File: src/rtl/cnn_pkg.sv
// cnn_pkg: shared parameter defaults and the layer scheduler state encoding.
package cnn_pkg;

    localparam int ARRAY_SIZE_DEF    = 9;
    localparam int DIM_DATA_SIZE_DEF = 16;
    localparam int ADDR_WIDTH_DEF    = 15;

    typedef enum logic [2:0] {
        ST_IDLE,
        ST_LOAD_W,
        ST_LOAD_I,
        ST_COMPUTE,
        ST_NEXT,
        ST_FINISH
    } sched_state_t;

endpackage

File: src/rtl/tile_addr_gen.sv
// tile_addr_gen: per-layer tile counter, weight address accumulator and
// valid-filter count for the current tile of the convolution scheduler.
module tile_addr_gen
    import cnn_pkg::*;
#(
    parameter int ARRAY_SIZE    = ARRAY_SIZE_DEF,
    parameter int DIM_DATA_SIZE = DIM_DATA_SIZE_DEF,
    parameter int ADDR_WIDTH    = ADDR_WIDTH_DEF
) (
    input  logic                     clk,
    input  logic                     reset,
    input  logic                     i_load,
    input  logic                     i_advance,
    input  logic [DIM_DATA_SIZE-1:0] i_number_filters,
    input  logic [ADDR_WIDTH-1:0]    i_initial_address,
    input  logic [ADDR_WIDTH-1:0]    i_tile_stride,
    output logic [DIM_DATA_SIZE-1:0] o_tile_index,
    output logic [ADDR_WIDTH-1:0]    o_wfc_address,
    output logic [DIM_DATA_SIZE-1:0] o_active_filters,
    output logic                     o_more_tiles
);

    localparam logic [DIM_DATA_SIZE-1:0] LP_ARRAY = DIM_DATA_SIZE'(ARRAY_SIZE);

    logic [DIM_DATA_SIZE-1:0] r_tile_index;
    logic [DIM_DATA_SIZE-1:0] r_tile_count;
    logic [DIM_DATA_SIZE-1:0] r_remaining;
    logic [DIM_DATA_SIZE-1:0] r_active_filters;
    logic [ADDR_WIDTH-1:0]    r_wfc_address;
    logic [ADDR_WIDTH-1:0]    r_stride;

    logic [DIM_DATA_SIZE:0]   w_nf_round;
    logic [DIM_DATA_SIZE-1:0] w_tile_count;
    logic [DIM_DATA_SIZE-1:0] w_rem_next;

    // Tile count as ceil(filters / ARRAY_SIZE) and filters left after this tile
    always_comb begin
        w_nf_round   = {1'b0, i_number_filters} + (DIM_DATA_SIZE+1)'(ARRAY_SIZE - 1);
        w_tile_count = DIM_DATA_SIZE'(w_nf_round / (DIM_DATA_SIZE+1)'(ARRAY_SIZE));
        w_rem_next   = r_remaining - LP_ARRAY;
    end

    // Load layer geometry on start; step to the next tile on advance.
    // The address is accumulated by stride instead of multiplying index*stride;
    // the ADDR_WIDTH adder gives the same modulo-2^ADDR_WIDTH result.
    always_ff @(posedge clk or negedge reset) begin
        if (!reset) begin
            r_tile_index     <= '0;
            r_tile_count     <= '0;
            r_remaining      <= '0;
            r_active_filters <= '0;
            r_wfc_address    <= '0;
            r_stride         <= '0;
        end else if (i_load) begin
            r_tile_index     <= '0;
            r_tile_count     <= w_tile_count;
            r_remaining      <= i_number_filters;
            r_active_filters <= (i_number_filters < LP_ARRAY) ? i_number_filters : LP_ARRAY;
            r_wfc_address    <= i_initial_address;
            r_stride         <= i_tile_stride;
        end else if (i_advance) begin
            r_tile_index     <= r_tile_index + DIM_DATA_SIZE'(1);
            r_remaining      <= w_rem_next;
            r_active_filters <= (w_rem_next < LP_ARRAY) ? w_rem_next : LP_ARRAY;
            r_wfc_address    <= r_wfc_address + r_stride;
        end
    end

    assign o_tile_index     = r_tile_index;
    assign o_wfc_address    = r_wfc_address;
    assign o_active_filters = r_active_filters;
    assign o_more_tiles     = (r_tile_index + DIM_DATA_SIZE'(1)) < r_tile_count;

endmodule

File: src/rtl/conv_layer_scheduler.sv
// conv_layer_scheduler: sequences weight fill, input fill and compute for each
// ARRAY_SIZE-filter tile of one convolution layer.
// Optional: define SCHED_PERF_CNT_EN to add the 32-bit perf_cycles busy counter.
module conv_layer_scheduler
    import cnn_pkg::*;
#(
    parameter int ARRAY_SIZE    = ARRAY_SIZE_DEF,
    parameter int DIM_DATA_SIZE = DIM_DATA_SIZE_DEF,
    parameter int ADDR_WIDTH    = ADDR_WIDTH_DEF
) (
    input  logic                     clk,
    input  logic                     reset,
    input  logic                     start,
    input  logic [DIM_DATA_SIZE-1:0] weight_size,
    input  logic [DIM_DATA_SIZE-1:0] number_filters,
    input  logic [ADDR_WIDTH-1:0]    initial_address,
    input  logic [ADDR_WIDTH-1:0]    tile_stride,
    output logic                     wfc_start,
    output logic [ADDR_WIDTH-1:0]    wfc_address,
    input  logic                     wfc_done,
    output logic                     ifc_start,
    input  logic                     ifc_done,
    output logic                     cmp_start,
    input  logic                     cmp_done,
    output logic [DIM_DATA_SIZE-1:0] tile_index,
    output logic [DIM_DATA_SIZE-1:0] active_filters,
    output logic                     busy,
    output logic                     done
`ifdef SCHED_PERF_CNT_EN
    ,
    output logic [31:0]              perf_cycles
`endif
);

    sched_state_t r_state;
    logic         r_wfc_start;
    logic         r_ifc_start;
    logic         r_cmp_start;
    logic         r_busy;
    logic         r_done;

    logic         w_accept;
    logic         w_empty_layer;
    logic         w_advance;
    logic         w_more_tiles;

    assign w_accept      = (r_state == ST_IDLE) && start;
    assign w_empty_layer = (number_filters == '0) || (weight_size == '0);
    assign w_advance     = (r_state == ST_NEXT) && w_more_tiles;

    tile_addr_gen #(
        .ARRAY_SIZE    (ARRAY_SIZE),
        .DIM_DATA_SIZE (DIM_DATA_SIZE),
        .ADDR_WIDTH    (ADDR_WIDTH)
    ) u_tile_addr_gen (
        .clk               (clk),
        .reset             (reset),
        .i_load            (w_accept),
        .i_advance         (w_advance),
        .i_number_filters  (number_filters),
        .i_initial_address (initial_address),
        .i_tile_stride     (tile_stride),
        .o_tile_index      (tile_index),
        .o_wfc_address     (wfc_address),
        .o_active_filters  (active_filters),
        .o_more_tiles      (w_more_tiles)
    );

    // Layer FSM with registered start/busy/done outputs; starts are one-cycle pulses
    always_ff @(posedge clk or negedge reset) begin
        if (!reset) begin
            r_state     <= ST_IDLE;
            r_wfc_start <= 1'b0;
            r_ifc_start <= 1'b0;
            r_cmp_start <= 1'b0;
            r_busy      <= 1'b0;
            r_done      <= 1'b0;
        end else begin
            r_wfc_start <= 1'b0;
            r_ifc_start <= 1'b0;
            r_cmp_start <= 1'b0;
            r_done      <= 1'b0;
            case (r_state)
                ST_IDLE: begin
                    if (start) begin
                        if (w_empty_layer) begin
                            r_state <= ST_FINISH;
                            r_done  <= 1'b1;
                        end else begin
                            r_state     <= ST_LOAD_W;
                            r_wfc_start <= 1'b1;
                            r_busy      <= 1'b1;
                        end
                    end
                end
                ST_LOAD_W: begin
                    if (wfc_done) begin
                        r_state     <= ST_LOAD_I;
                        r_ifc_start <= 1'b1;
                    end
                end
                ST_LOAD_I: begin
                    if (ifc_done) begin
                        r_state     <= ST_COMPUTE;
                        r_cmp_start <= 1'b1;
                    end
                end
                ST_COMPUTE: begin
                    if (cmp_done) begin
                        r_state <= ST_NEXT;
                    end
                end
                ST_NEXT: begin
                    if (w_more_tiles) begin
                        r_state     <= ST_LOAD_W;
                        r_wfc_start <= 1'b1;
                    end else begin
                        r_state <= ST_FINISH;
                        r_done  <= 1'b1;
                        r_busy  <= 1'b0;
                    end
                end
                ST_FINISH: begin
                    r_state <= ST_IDLE;
                end
                default: begin
                    r_state <= ST_IDLE;
                    r_busy  <= 1'b0;
                end
            endcase
        end
    end

    assign wfc_start = r_wfc_start;
    assign ifc_start = r_ifc_start;
    assign cmp_start = r_cmp_start;
    assign busy      = r_busy;
    assign done      = r_done;

`ifdef SCHED_PERF_CNT_EN
    logic [31:0] r_perf_cycles;

    // Busy-cycle counter: restarts on each accepted layer, saturates at all ones
    always_ff @(posedge clk or negedge reset) begin
        if (!reset) begin
            r_perf_cycles <= '0;
        end else if (w_accept) begin
            r_perf_cycles <= '0;
        end else if (r_busy && (r_perf_cycles != '1)) begin
            r_perf_cycles <= r_perf_cycles + 32'd1;
        end
    end

    assign perf_cycles = r_perf_cycles;
`endif

endmodule

File: config.mk
export PLATFORM = sky130hd
export DESIGN_NAME = conv_layer_scheduler
export DESIGN_NICKNAME = d
export VERILOG_FILES = /design/src/rtl/cnn_pkg.sv /design/src/rtl/tile_addr_gen.sv /design/src/rtl/conv_layer_scheduler.sv
export SDC_FILE = /design/constraint.sdc
export NUM_CORES = 1
export LEC_CHECK = 0
export ABC_AREA = 1
export CORE_MARGIN = 8
export CORE_UTILIZATION = 30
export CTS_CLUSTER_DIAMETER = 200
export DETAILED_ROUTE_END_ITERATION = 6
export PLACE_DENSITY_LB_ADDON = 0.25
export SYNTH_ARGS = -nofsm -noshare
export SYNTH_HDL_FRONTEND = slang
export SYNTH_SLANG_ARGS = --single-unit
export TNS_END_PERCENT = 10
File: constraint.sdc
create_clock -name clk -period 6.15 [get_ports clk]
set_clock_uncertainty 0.15 [all_clocks]
set_input_delay 1.23 -clock clk [delete_from_list [all_inputs] [get_ports clk]]
set_output_delay 1.23 -clock clk [all_outputs]
set_load 0.02 [all_outputs]
==> metrics.md <==
| Metric | Value |
|---|---|
| Reg2reg end | u_tile_addr_gen.o_active_filters[1] |
| Number of I/O pins | 120 |
| Clock Latency Late Sink | between 0.3 and 0.4 ns |
| Die H | 172 um |
| Maximum resistive drop on vdd | 0.000503 V |
| Mapped Avg Cell Area | 7.28 um^2 |
| RSZ-0062 raised after global routing | true |
| Reg-to-reg startpoint | u_tile_addr_gen.o_tile_index[2] |
| Gate Count Post-Synth | slightly above 1,000 |
| H-tree depth | 3 |
| PD cells | 707 mW/mm^2 |
| Critical Path Source Type | input pin |
| Multiplexer area fraction after synthesis | 0.188% |
| Final std cells w/o fill | roughly 1,600 |
| Final worst slack | -0.810 ns |
| Full die area | 0.0297 mm^2 |
| Final Hold Vio Count | 0 |
| Pint | 3.89 mW |
| Count of warnings emitted by yosys | 0 |
| Fmax | approximately 140 MHz |
| Worst Reg-to-Reg Cells | 25 |
| Remaining Overflow, GRT | 0 |
| Syn Nets | 1,111 |
| First-pass GRT wire length | between 30 and 40 mm |
| Post-DP HPWL | 15.6 mm |
| Buffers on Ports | 119 |
| TritonCTS Buffers | 9 |
| Share of post-route cells with drive strength above 1 | 26.6% |
| Ant diodes | 0 |
| Synthesis-stage register bit count | 100 |
| Combinational family with the most area after synthesis | simple AND/OR/NAND/NOR gates |
| Type of the worst setup path | input pin to flip-flop |
| Worst-path clk slew | around 0.07 ns |
| Worst endpoint required time | 6.25 ns |
| WL/cell | 13.5 um |
| First DRT Iteration DRCs | 288 |
| Syn Std Cell Area | 0.00734 mm^2 |
| Area share of and/or/nand/nor cells after synthesis | between 30% and 40% |
| Critical Path Start | number_filters[14] |
| Vias in the first global route | around 7,400 |
| CP arrival | 7.06 ns |
| CTS tree | done |
| Cell count after placement | 1,524 |
| Switching power total | 3.62 mW |
| Pleak | 5.17 nW |
| DP Worst Slack | -1.62 ns |
| Async SR Flop Fraction | 100% |
| Part of the power in registers | 14.0% |
| Fin. max-slew vios | 0 |
| Clk sinks | 100 |
| R2R Setup Slk | about 1.6 ns |
| Final setup fails | 3 |
| Synth-to-layout area growth | 44.9% |
| Cell variety after synth | 52 |
| Slew @ Worst Pin | 0.704 ns |
| Crit path max fanout | 6 |
| DRC viols | 0 |
| Crit path time final | 6.96 ns |
| Largest net degree at the start of global routing | 59 |
| Antenna violations before repair | 0 |
| Post-Synth Adder-Cell Area | 6.07% |
| Failing checks | setup timing |
| Clock Tree Buf Depth | 2 |
| DRT Wirelength | approximately 21 mm |
| Sw Ratio | around half |
| Status | finished with violations |
| Combinational power share | 77.4% |
| Util after Layout | a little over two fifths |
| Crit-path max cell delay | 0.25 ns |
| EDFF count, synth | 0 |
| Most used DFF post-synth | dfrtp_1 |
| Site Rows | 57 |
| Worst setup endpoint | u_tile_addr_gen.r_tile_count[0] |
| Initial core utilization | 30.3% |
| Relative slew slack | a little over half |
| Period Utilization, post-route | 113% |
| GRT Util Overall | 14.6% |
| Max-cap viol count | 0 |
| Compound-cell area share of the yosys netlist | 11.7% |
| Via count | approximately 7,200 |
| RePlAce Congestion | 0.824 |
| Crit-path slowest cell | dlygate4sd2_1 |
| Root buffer cell | clkbuf_16 |
| Core ar. | 0.0242 mm^2 |
| Hold/Removal Path Class | flip-flop to flip-flop |
| CP Capture Type | flip-flop |
| Die Width | 172 um |
| Final ANT Viol Nets | 0 |
| Post-synthesis xor/xnor area fraction | 5.22% |
| CP most frequent cell | nand2_4 |
| Drt via density | 4.59 |
| Sequential cell area fraction in the yosys report | 34.1% |
| Drt pass-1 iters | 4 |
| Nets | 1,349 |
| Clock power share | 8.6% |
-- critical path, delay by kind of cell --
kind / cells / cell delay (ns)
xor gates and xnor gates: 1 / 0.14
buffers and inverters: 9 / 0.80
adders and majority gates: 1 / 0.15
and+or+nand+nor: 49 / 4.63
AOI/OAI and AO/OA: 1 / 0.13
-- cells in the mapped netlist, types with 2 or more instances --
master,count,share of area [%]
a211oi_1,4,0.41
a21o_1,2,0.20
a21oi_1,30,2.0
a31oi_1,3,0.26
buf_1,4,0.20
buf_4,2,0.20
clkbuf_1,17,0.87
dfrtp_1,100,34
ha_1,34,5.8
inv_1,147,7.5
inv_2,25,1.3
nand2_1,233,12
nand2_2,41,3.5
nand2_4,10,1.5
nand3_1,63,4.3
nand3_2,4,0.55
nand3b_1,2,0.20
nand4_1,24,2.0
nand4_2,6,1.0
nand4_4,2,0.58
nor2_1,77,3.9
nor2_2,4,0.34
nor2_4,2,0.31
nor3_1,9,0.61
nor4_1,8,0.68
o211ai_1,13,1.3
o21ai_0,44,3.0
o21ai_1,6,0.41
o21bai_1,4,0.41
o221ai_1,8,0.96
o22ai_1,15,1.3
o311ai_0,2,0.24
o31ai_1,3,0.31
or2_2,3,0.26
xnor2_1,7,0.84
xor2_1,33,3.9
xor2_2,2,0.44
-- timing repair --
| action | in CTS | in global routing |
|---|---|---|
| setup buffers | 24 | 11 |
| resized for setup | 93 | 64 |
| endpoints found under the setup margin | 4 | 4 |
| pin swaps | 55 | 73 |
| hold buffers | 0 | 0 |
| gates cloned | 0 | 0 |
-- logic make-up (layout without fill, tap and decap cells) --
group	Yosys count	after routing
and+or+nand+nor	494	494
buffers and inverters	196	439
AOI/OAI and AO/OA	140	140
DFF	100	100
xor gates and xnor gates	42	42
adders and majority gates	35	35
muxes	1	1
-- per-stage QoR --
stage	power, mW	hold slack, ns	TNS (ns)	area [um^2]
after floorplan	4.35	0.296	-0.562	7400
final	7.51	0.329	-1.68	10600
after global placement	6.02	0.310	-4.36	9630
after global routing	8.29	0.362	-3.41	10600
after CTS	7.18	0.337	-1.20	10400
after detailed placement	6.08	0.316	-5.00	9630
-- area by class of cell --
cell class,count,area (um^2)
inverters,173,652
flip-flops and latches,100,2500
repair buffers,250,2140
fillers,2438,13500
multi-input cells,712,4600
well taps,324,405
clock inverters,4,77.6
clock buffers,12,256
-- power groups by stage --
stage               clock network, mW  logic, mW  registers (mW)
global placement                    0       4.96            1.06
detailed placement                  0       5.02            1.06
finish                          0.647       5.82            1.05
CTS                             0.666       5.46            1.05
floorplan                           0       3.23            1.12
global route                    0.693       6.51            1.08
-- how the worst min path moves through the flow --
| stage | start | endpoint | cells after the start |
|---|---|---|---|
| finish | u_tile_addr_gen.r_stride[13] | u_tile_addr_gen.r_stride[13] | 2 |
| global route | u_tile_addr_gen.r_stride[12] | u_tile_addr_gen.r_stride[12] | 2 |
| CTS | u_tile_addr_gen.r_stride[13] | u_tile_addr_gen.r_stride[13] | 2 |
| detailed placement | u_tile_addr_gen.r_stride[9] | u_tile_addr_gen.r_stride[9] | 2 |
| global placement | u_tile_addr_gen.r_stride[8] | u_tile_addr_gen.r_stride[8] | 2 |
| floorplan | u_tile_addr_gen.r_stride[0] | u_tile_addr_gen.r_stride[0] | 2 |
-- state kept, by name (all words and copies together), names as in the netlist --
| signal | count |
|---|---|
| u_tile_addr_gen.r_tile_count | 14 |
| u_tile_addr_gen.o_tile_index | 16 |
| done | 1 |
| busy | 1 |
| u_tile_addr_gen.o_active_filters | 16 |
| ifc_start | 1 |
| wfc_start | 1 |
| u_tile_addr_gen.r_remaining | 16 |
| u_tile_addr_gen.o_wfc_address | 15 |
| u_tile_addr_gen.r_stride | 15 |
| r_state | 3 |
| cmp_start | 1 |
-- cells in the final DEF, fill, tap and decap left out, drive strengths merged, types with 4 or more instances in the layout --
| cell | Yosys | layout |
|---|---|---|
| clkdlybuf4s50 | 0 | 105 |
| a21oi | 31 | 31 |
| o22ai | 15 | 15 |
| nor4 | 8 | 8 |
| xor2 | 35 | 35 |
| o21ai | 50 | 50 |
| nor2 | 84 | 84 |
| o221ai | 8 | 8 |
| ha | 34 | 34 |
| o21bai | 5 | 5 |
| nand3 | 67 | 67 |
| buf | 6 | 141 |
| nor3 | 10 | 10 |
| nand4 | 32 | 32 |
| clkbuf | 17 | 14 |
| dfrtp | 100 | 100 |
| nand2 | 284 | 284 |
| inv | 172 | 174 |
| or2 | 4 | 4 |
| a211oi | 4 | 4 |
| o211ai | 13 | 13 |
| xnor2 | 7 | 7 |
-- metal layers --
layer	vias to the layer above	GRT usage (%)	wire length, um
li1	3740	-	-
met1	3373	17.1	9420
met2	91	26.3	10700
met3	19	3.22	767
met4	0	4.01	399
met5	-	0	0
No activity file was read; power rests on OpenSTA's default activity.
